--- src/rtl/e10_csr_mailbox.sv ---
// ---------------------------------------------------------------------------
// e10_csr_mailbox
//
// Indirect CSR mailbox between the AFU MMIO decoder and the four per-port
// E10 MAC CSR slaves. Software stages a 32-bit WDATA word and then writes CMD.
// That write launches exactly one Avalon-MM read or write on the MAC CSR bus.
// Software then polls STATUS and collects read results from RDATA.
//
// MMIO register map (index on mmio_*_idx):
//   0 CMD    [15:0] address, [16] write, [17] read, [19:18] port.
//            A read returns the last accepted command.
//   1 WDATA  [31:0] write data. Writable at any time.
//   2 RDATA  [31:0] read result. Read-only.
//   3 STATUS [0] busy, [1] done, [2] timeout, [3] cmd_err.
//            cmd_err is sticky and is cleared by writing 1 to bit 3.
//
// Ports:
//   pClk, pck_cp2af_softReset_n      clock and async active-low reset
//   mmio_wr_valid/idx/data           one-cycle MMIO write
//   mmio_rd_valid/idx/tid            one-cycle MMIO read request
//   mmio_rsp_valid/tid/data          read response, one cycle after request
//   port_sel                         target MAC, stable between accepts
//   avmm_address/read/write/...      Avalon-MM master towards the MAC CSRs
// ---------------------------------------------------------------------------
module e10_csr_mailbox #(
    parameter int          TIMEOUT_CYCLES  = 1024,
    parameter logic [31:0] RD_TIMEOUT_DATA = 32'hDEAD_BEEF
) (
    input  logic        pClk,
    input  logic        pck_cp2af_softReset_n,
    input  logic        mmio_wr_valid,
    input  logic [1:0]  mmio_wr_idx,
    input  logic [63:0] mmio_wr_data,
    input  logic        mmio_rd_valid,
    input  logic [1:0]  mmio_rd_idx,
    input  logic [8:0]  mmio_rd_tid,
    output logic        mmio_rsp_valid,
    output logic [8:0]  mmio_rsp_tid,
    output logic [63:0] mmio_rsp_data,
    output logic [1:0]  port_sel,
    output logic [15:0] avmm_address,
    output logic        avmm_read,
    output logic        avmm_write,
    output logic [31:0] avmm_writedata,
    input  logic [31:0] avmm_readdata,
    input  logic        avmm_readdatavalid,
    input  logic        avmm_waitrequest
);

    localparam int CNT_W = $clog2(TIMEOUT_CYCLES);
    localparam logic [CNT_W-1:0] CNT_LAST = CNT_W'(TIMEOUT_CYCLES - 1);
    localparam logic [CNT_W-1:0] CNT_ONE  = CNT_W'(1);

    typedef enum logic [1:0] {
        ST_IDLE    = 2'd0,
        ST_WRITE   = 2'd1,
        ST_READ    = 2'd2,
        ST_RD_WAIT = 2'd3
    } state_t;

    state_t            state_r;
    logic [CNT_W-1:0]  cnt_r;
    logic [19:0]       cmd_r;
    logic [31:0]       wdata_r;
    logic [31:0]       rdata_r;
    logic              done_r;
    logic              timeout_r;
    logic              cmd_err_r;

    logic              busy_s;
    logic              cmd_wr_s;
    logic              cmd_wbit_s;
    logic              cmd_rbit_s;
    logic              accept_s;
    logic              cmd_bad_s;
    logic              cnt_last_s;
    logic [3:0]        status_s;
    logic [31:0]       rd_mux_s;
    logic              unused_ok_s;

    // Only the low 32 bits of any MMIO write carry register content.
    assign unused_ok_s = ^mmio_wr_data[63:32];

    assign busy_s     = (state_r != ST_IDLE);
    assign cmd_wr_s   = mmio_wr_valid && (mmio_wr_idx == 2'd0);
    assign cmd_wbit_s = mmio_wr_data[16];
    assign cmd_rbit_s = mmio_wr_data[17];
    assign cnt_last_s = (cnt_r == CNT_LAST);

    // A command with neither operation bit is a silent clear-write. A command
    // with both bits is malformed. A command arriving while busy is dropped.
    // This includes the edge on which the current transaction completes.
    assign accept_s  = cmd_wr_s && (cmd_wbit_s ^ cmd_rbit_s) && !busy_s;
    assign cmd_bad_s = cmd_wr_s && ((cmd_wbit_s && cmd_rbit_s) ||
                                    ((cmd_wbit_s || cmd_rbit_s) && busy_s));

    // STATUS as seen by a read on this edge. A read coinciding with an accept
    // already reports the new transaction as busy.
    always_comb begin
        status_s = 4'h0;
        if (accept_s) begin
            status_s = {cmd_err_r, 1'b0, 1'b0, 1'b1};
        end else begin
            status_s = {cmd_err_r, timeout_r, done_r, busy_s};
        end
    end

    // MMIO read data select. Uses pre-edge register values.
    always_comb begin
        rd_mux_s = 32'h0000_0000;
        case (mmio_rd_idx)
            2'd0:    rd_mux_s = {12'h000, cmd_r};
            2'd1:    rd_mux_s = wdata_r;
            2'd2:    rd_mux_s = rdata_r;
            2'd3:    rd_mux_s = {28'h000_0000, status_s};
            default: rd_mux_s = 32'h0000_0000;
        endcase
    end

    // MMIO read response: always answered, exactly one cycle later.
    always_ff @(posedge pClk or negedge pck_cp2af_softReset_n) begin
        if (!pck_cp2af_softReset_n) begin
            mmio_rsp_valid <= 1'b0;
            mmio_rsp_tid   <= 9'd0;
            mmio_rsp_data  <= 64'h0;
        end else begin
            mmio_rsp_valid <= mmio_rd_valid;
            if (mmio_rd_valid) begin
                mmio_rsp_tid  <= mmio_rd_tid;
                mmio_rsp_data <= {32'h0000_0000, rd_mux_s};
            end
        end
    end

    // Software-visible registers: CMD shadow, WDATA and sticky cmd_err.
    always_ff @(posedge pClk or negedge pck_cp2af_softReset_n) begin
        if (!pck_cp2af_softReset_n) begin
            cmd_r     <= 20'h0_0000;
            wdata_r   <= 32'h0000_0000;
            cmd_err_r <= 1'b0;
        end else begin
            if (accept_s) begin
                cmd_r <= mmio_wr_data[19:0];
            end
            if (mmio_wr_valid && (mmio_wr_idx == 2'd1)) begin
                wdata_r <= mmio_wr_data[31:0];
            end
            if (cmd_bad_s) begin
                cmd_err_r <= 1'b1;
            end else if (mmio_wr_valid && (mmio_wr_idx == 2'd3) && mmio_wr_data[3]) begin
                cmd_err_r <= 1'b0;
            end
        end
    end

    // Transaction FSM with Avalon strobes, timeout counter, done/timeout and RDATA.
    always_ff @(posedge pClk or negedge pck_cp2af_softReset_n) begin
        if (!pck_cp2af_softReset_n) begin
            state_r        <= ST_IDLE;
            cnt_r          <= '0;
            avmm_read      <= 1'b0;
            avmm_write     <= 1'b0;
            avmm_address   <= 16'h0000;
            avmm_writedata <= 32'h0000_0000;
            port_sel       <= 2'd0;
            rdata_r        <= 32'h0000_0000;
            done_r         <= 1'b0;
            timeout_r      <= 1'b0;
        end else begin
            case (state_r)
                ST_IDLE: begin
                    // Late readdatavalid pulses land here and are ignored.
                    if (accept_s) begin
                        state_r        <= cmd_wbit_s ? ST_WRITE : ST_READ;
                        avmm_write     <= cmd_wbit_s;
                        avmm_read      <= cmd_rbit_s;
                        avmm_address   <= mmio_wr_data[15:0];
                        port_sel       <= mmio_wr_data[19:18];
                        avmm_writedata <= wdata_r;
                        cnt_r          <= '0;
                        done_r         <= 1'b0;
                        timeout_r      <= 1'b0;
                    end
                end
                ST_WRITE: begin
                    // A slave handshake on the last allowed edge still counts as success.
                    if (!avmm_waitrequest) begin
                        avmm_write <= 1'b0;
                        state_r    <= ST_IDLE;
                        done_r     <= 1'b1;
                    end else if (cnt_last_s) begin
                        avmm_write <= 1'b0;
                        state_r    <= ST_IDLE;
                        done_r     <= 1'b1;
                        timeout_r  <= 1'b1;
                    end else begin
                        cnt_r <= cnt_r + CNT_ONE;
                    end
                end
                ST_READ: begin
                    if (!avmm_waitrequest && avmm_readdatavalid) begin
                        avmm_read <= 1'b0;
                        rdata_r   <= avmm_readdata;
                        state_r   <= ST_IDLE;
                        done_r    <= 1'b1;
                    end else if (cnt_last_s) begin
                        avmm_read <= 1'b0;
                        rdata_r   <= RD_TIMEOUT_DATA;
                        state_r   <= ST_IDLE;
                        done_r    <= 1'b1;
                        timeout_r <= 1'b1;
                    end else if (!avmm_waitrequest) begin
                        avmm_read <= 1'b0;
                        state_r   <= ST_RD_WAIT;
                        cnt_r     <= cnt_r + CNT_ONE;
                    end else begin
                        cnt_r <= cnt_r + CNT_ONE;
                    end
                end
                ST_RD_WAIT: begin
                    if (avmm_readdatavalid) begin
                        rdata_r <= avmm_readdata;
                        state_r <= ST_IDLE;
                        done_r  <= 1'b1;
                    end else if (cnt_last_s) begin
                        rdata_r   <= RD_TIMEOUT_DATA;
                        state_r   <= ST_IDLE;
                        done_r    <= 1'b1;
                        timeout_r <= 1'b1;
                    end else begin
                        cnt_r <= cnt_r + CNT_ONE;
                    end
                end
                default: begin
                    state_r    <= ST_IDLE;
                    avmm_read  <= 1'b0;
                    avmm_write <= 1'b0;
                end
            endcase
        end
    end

endmodule
--- config.mk ---
export PLATFORM = sky130hd
export DESIGN_NAME = e10_csr_mailbox
export DESIGN_NICKNAME = d
export VERILOG_FILES = /design/src/rtl/e10_csr_mailbox.sv
export SDC_FILE = /design/constraint.sdc
export NUM_CORES = 1
export LEC_CHECK = 0
export CAP_MARGIN = 20
export CORE_MARGIN = 1.5
export CORE_UTILIZATION = 45
export DETAILED_ROUTE_END_ITERATION = 16
export PLACE_DENSITY = 0.89
export SETUP_SLACK_MARGIN = 0.3
export SLEW_MARGIN = 20
export SYNTH_ARGS = -nofsm -noshare
export SYNTH_HDL_FRONTEND = slang
export SYNTH_SLANG_ARGS = --single-unit
--- constraint.sdc ---
create_clock -name pClk -period 3.9 [get_ports pClk]
set_input_delay 0.78 -clock pClk [delete_from_list [all_inputs] [get_ports pClk]]
set_output_delay 0.78 -clock pClk [all_outputs]
set_load 0.03 [all_outputs]
---- After elaboration in Yosys (flattened, before gate mapping) ----
Cells that the tools add are included.
operators by class
  add/subtract/negate cells ............... 1
  eq/ne operators ......................... 15
  mux-type cells .......................... 43
  bitwise gates (word level) .............. 1
  reduce and logical (&&, ||, !) cells .... 27
operator list
  operator                                                               count
  32-bit case mux with 4 select lines                                    1
  32-bit 2-to-1 mux                                                      3
  32-bit case mux with 2 select lines                                    1
  10-bit 2-to-1 mux                                                      5
  10-bit case mux with 4 select lines                                    1
  1-bit 2-to-1 mux                                                       18
  2-bit 2-to-1 mux                                                       8
  10-bit by 1-bit adder with 10-bit output, second input constant        1
  10-bit equality test, second input constant                            1
  2-bit equality test, second input constant                             5
  1-bit logical AND                                                      10
  2-bit nonzero test                                                     5
  2-bit inequality test, second input constant                           4
  1-bit case mux with 4 select lines                                     2
  2-bit case mux with 4 select lines                                     1
  2-bit by 1-bit equality test with 1-bit output, second input constant  3
  2-bit zero test                                                        3
  3-bit AND reduction                                                    2
  4-bit inequality test, second input constant                           1
  1-bit case mux with 2 select lines                                     2
  2-bit AND reduction                                                    2
  4-bit AND reduction                                                    1
  3-bit 2-to-1 mux                                                       1
  3-bit inequality test, second input constant                           1
  other kinds (3)                                                        5
word-level totals
  flip-flop bits (word level) ............. 193
  input bits .............................. 115
  output and inout port bits .............. 126

---- Depth between registers and ports, before layout ----
  word-level depth ........................ 6
  depth in mapped cells ................... 8

---- Least setup slack after synthesis ----
Ideal clock, no wire load.
  path kind ............................... input -> register
  from .................................... in mmio_wr_data[17]
  to ...................................... reg cnt_r[3]
  library setup time ...................... 0.120 ns
  arrival ................................. 2.302 ns
  setup slack ............................. 1.477 ns
  stages on the path ...................... 6
  cell sequence ........................... inv_1 > ha_1 > nand4bb_4 > a221o_1 > or4b_1 > o211a_1
between the ends
  longest elaborated chain between the ends .. 5
RTL lines
  element                                 line  RTL
  start, declared                         33    input logic [63:0] mmio_wr_data,
  1-bit bitwise XOR                       93    assign accept_s = cmd_wr_s && (cmd_wbit_s ^ cmd_rbit_s) && !busy_s;
  1-bit logical AND (2 in a row)          93
  2-bit inequality test (no source line)  n/a
  4-bit AND reduction (no source line)    n/a
  end signal, assigned                    197   cnt_r <= cnt_r + CNT_ONE;
  end signal, assigned                    215   cnt_r <= cnt_r + CNT_ONE;
  end signal, assigned                    217   cnt_r <= cnt_r + CNT_ONE;
  end, declared                           62    logic [CNT_W-1:0] cnt_r;
Every way passes these cells.
A chain may end at the register's enable or synchronous reset.

---- Worst setup path in the final report ----
  from .................................... in mmio_wr_data[16]
  to ...................................... reg cnt_r[3]
The elaborated chain is that of the path after synthesis.

==> qor.csv <==
stage;metric;value;unit
outcome;status;finished, final reports clean;
setup_path;Arrival @ worst endpoint;3240;ps
routing;DRC viols;0;
pwr;maximum vdd drop;0.347;mV
synthesis;share of flip-flops with an asynchronous set or reset;100;%
pwr;pwr/cell area;639;mW/mm²
cts;Resized cells post-CTS;0;
routing;drt pass-1 iters;5;
layout;Final Instance Area;0.00997;mm²
layout;synth-to-layout area growth;30.1;%
cts;clk buf depth;2;
floorplanning;I/O pin count;241;
grt;largest net degree at the start of global routing;74;
layout;diode count;0;
setup_path;CP Data Required Time;4210;ps
floorplanning;num rows;47;
setup_path;Buf+Inv Stages, Crit Path;2;
floorplanning;die area;0.0178;mm²
cts;Root Driver;clkbuf_16;
run;Max-Cap Viols;0;
placed_design;# port buffers;176;
layout;most frequent cells in the layout;175 x dfrtp_1, 173 x clkdlybuf4s50_1, 163 x nand2_1;
sta;WHS;368;ps
setup_path;Reg2Reg Setup Slack;1370;ps
layout;# fillers;1351;
sta;Final Skew;5.28;ps
cts;# clock sinks;175;
sta;fin crit share;75.2;%
cts;cts bufs inserted;17;
cts;# hold bufs at CTS;0;
placed_design;Post-DP HPWL;13200;µm
sta;fin crit period;2930;ps
routing;via count;5929;
setup_path;CP max FO;15;
routing;DR WL/cell;17.7;µm
floorplanning;Die Wd;134;µm
setup_path;Crit Path Category;in -> reg;
layout;commonest non-fill, non-tap cell in the layout;dfrtp_1;
grt;GRT Residual Overflow;0;
sta;Worst Max-Slew Pin Slew;993;ps
synthesis;Post-Synthesis Cell Area;0.00766;mm²
sta;Final Hold Vio Count;0;
cts;Worst-Skew Late Latency;420;ps
synthesis;yosys warns;0;
routing;DRT iter0 DRCs;384;
grt;first-pass GRT wire length;31400;µm
cts;H-tree level count;4;
synthesis;Main synth FF type;dfrtp_1;
routing;drt total wl;19700;µm
synthesis;Seq/Total Area, Yosys;57.1;%
setup_path;Crit. Startpoint;mmio_wr_data[16];
pwr;Leakage;4.48;nW
cts;post-CTS setup buffers;0;
placed_design;routability congestion estimate;0.830;
synthesis;Avg Inst Size Synth;10.5;µm²
sta;setup TNS;0;ps
worst_hold_path;worst hold path class;in -> async;
routing;Via density;5.33;
pwr;Pwr Total;0.00637;W
sta;Peak Freq;341;MHz
setup_path;FF-to-FF Start;cnt_r[0]$_DFFE_PN0P_;
cts;CTS tree;yes;
setup_path;Setup crit end kind;flip-flop;
sta;Rel. slew slack;33.8;%
sta;Final setup viols;0;
layout;share of layout cells above drive strength 1;11.1;%
setup_path;Worst setup SP type;input port;
layout;post-layout util;60.1;%
placed_design;Placed Area;0.00941;mm²
setup_path;Critical Path Slowest Stage Cell;clkdlybuf4s50_1;
cts;clock transition at the registers of the reported paths;70;ps
grt;Overall Global Routing Usage;22.9;%
floorplanning;Die Ht;134;µm
synthesis;Syn Inst Count;729;
setup_path;CP delay by family, top;simple AND/OR/NAND/NOR gates;
routing;post-route ant nets;0;
floorplanning;core area;0.0166;mm²
sta;unrepaired setup endpoints after global routing;false;
synthesis;synth unique cells;52;
sta;final slew viol count;0;
layout;Final Net Count;997;
synthesis;#FFs+latches synth;175;
grt;initial antenna violation count;0;
floorplanning;Initial Utilization;46.2;%
setup_path;Largest stage delay, worst path;590;ps
grt;number of global-route vias before repair;5989;
synthesis;EDFF count, synth;0;
setup_path;crit-path cells;clkdlybuf4s50_1 -> inv_1 -> ha_1 -> nand4bb_4 -> a221o_1 -> or4b_1 -> o211a_1;
[metal layers]
metal	vias to the layer above	share of wire, %	track usage, %
met5	-	0	0
met4	0	1.7	7.25
met3	31	8.1	7.42
met2	249	48	37.2
met1	2941	42	29.1
li1	2708	-	-
[registers in the layout, indices dropped and copies added, names as in the netlist]
name,flops
avmm_read,1
avmm_write,1
avmm_writedata,32
cmd_err_r,1
cmd_r,20
cnt_r,10
done_r,1
mmio_rsp_data,32
mmio_rsp_tid,9
mmio_rsp_valid,1
rdata_r,32
state_r,2
timeout_r,1
wdata_r,32
[stage by stage]
stage / cells / setup slack (ps)
2_1_floorplan: 760 / 1480
3_3_place_gp: 1080 / 633
3_5_place_dp: 1080 / 590
4_1_cts: 1112 / 1000
5_1_grt: 1112 / 917
6_report: 1112 / 967
[Yosys cell counts, drive strengths merged (2+ instances only)]
| cell | instances | area, µm² |
|---|---|---|
| clkbuf | 29 | 109 |
| nor3 | 3 | 20.0 |
| a22o | 10 | 87.6 |
| mux2i | 20 | 200 |
| o22a | 24 | 210 |
| o21ai | 14 | 70.1 |
| mux2 | 42 | 473 |
| o21a | 2 | 15.0 |
| or4 | 3 | 22.5 |
| and2 | 3 | 18.8 |
| a22oi | 12 | 90.1 |
| nand3 | 4 | 20.0 |
| buf | 63 | 439 |
| ha | 3 | 37.5 |
| a21oi | 54 | 270 |
| and4 | 2 | 17.5 |
| a31oi | 4 | 25.0 |
| o211ai | 2 | 15.0 |
| o22ai | 2 | 12.5 |
| dfrtp | 175 | 4380 |
| nand2b | 2 | 12.5 |
| inv | 9 | 33.8 |
| nor2 | 52 | 195 |
| or3 | 2 | 12.5 |
| o31ai | 6 | 45.0 |
| nand2 | 163 | 612 |
| o21bai | 2 | 15.0 |
| nor2b | 3 | 18.8 |
[cell type report]
type,count,area (µm²),share of cell area [%]
sequential,175,4380,43.9
multi-input combinational,484,2830,28.4
timing repair buffer,192,1890,18.9
inverter,9,33.8,0.339
tap,220,275,2.76
clock buffer,20,457,4.58
clock inverter,12,109,1.09
[worst paths after layout]
path	to	depth (start not counted)
worst max-delay path	cnt_r[3]$_DFFE_PN0P_	7
worst min-delay path	cmd_r[13]$_DFFE_PN0P_	1
worst max register to register	rdata_r[30]$_DFFE_PN0N_	6
worst min register to register	avmm_writedata[6]$_DFFE_PN0P_	2
max in group asynchronous	mmio_rsp_tid[2]$_DFFE_PN0P_	2
min in group pClk	avmm_writedata[6]$_DFFE_PN0P_	2
[report_power, final]
group	leakage, nW	internal [W]	switching (W)
clock network	0.283	0.000920	0.000728
logic	2.07	0.000919	0.00109
registers	2.13	0.00235	0.000364
[worst register-to-register path, cell delays in order, from the launching register on]
cell and delay, ps:
dfrtp_1 380, ha_1 170, nand3_1 240, nor3_2 480, o21a_1 690, buf_4 340, o22a_1 160
[kinds of logic after synthesis]
logic type	count (synthesis)	synth area share (%)
AND/OR/NAND/NOR	245	13.4
flip-flops	175	57.1
AO/OA/AOI/OAI	141	12.2
buffers and inverters	101	7.59
multiplexers	63	9.08
adder cells (fa/ha/maj)	3	0.490
other	1	0.0489
Note: power is estimated with default switching activity, not from simulation.
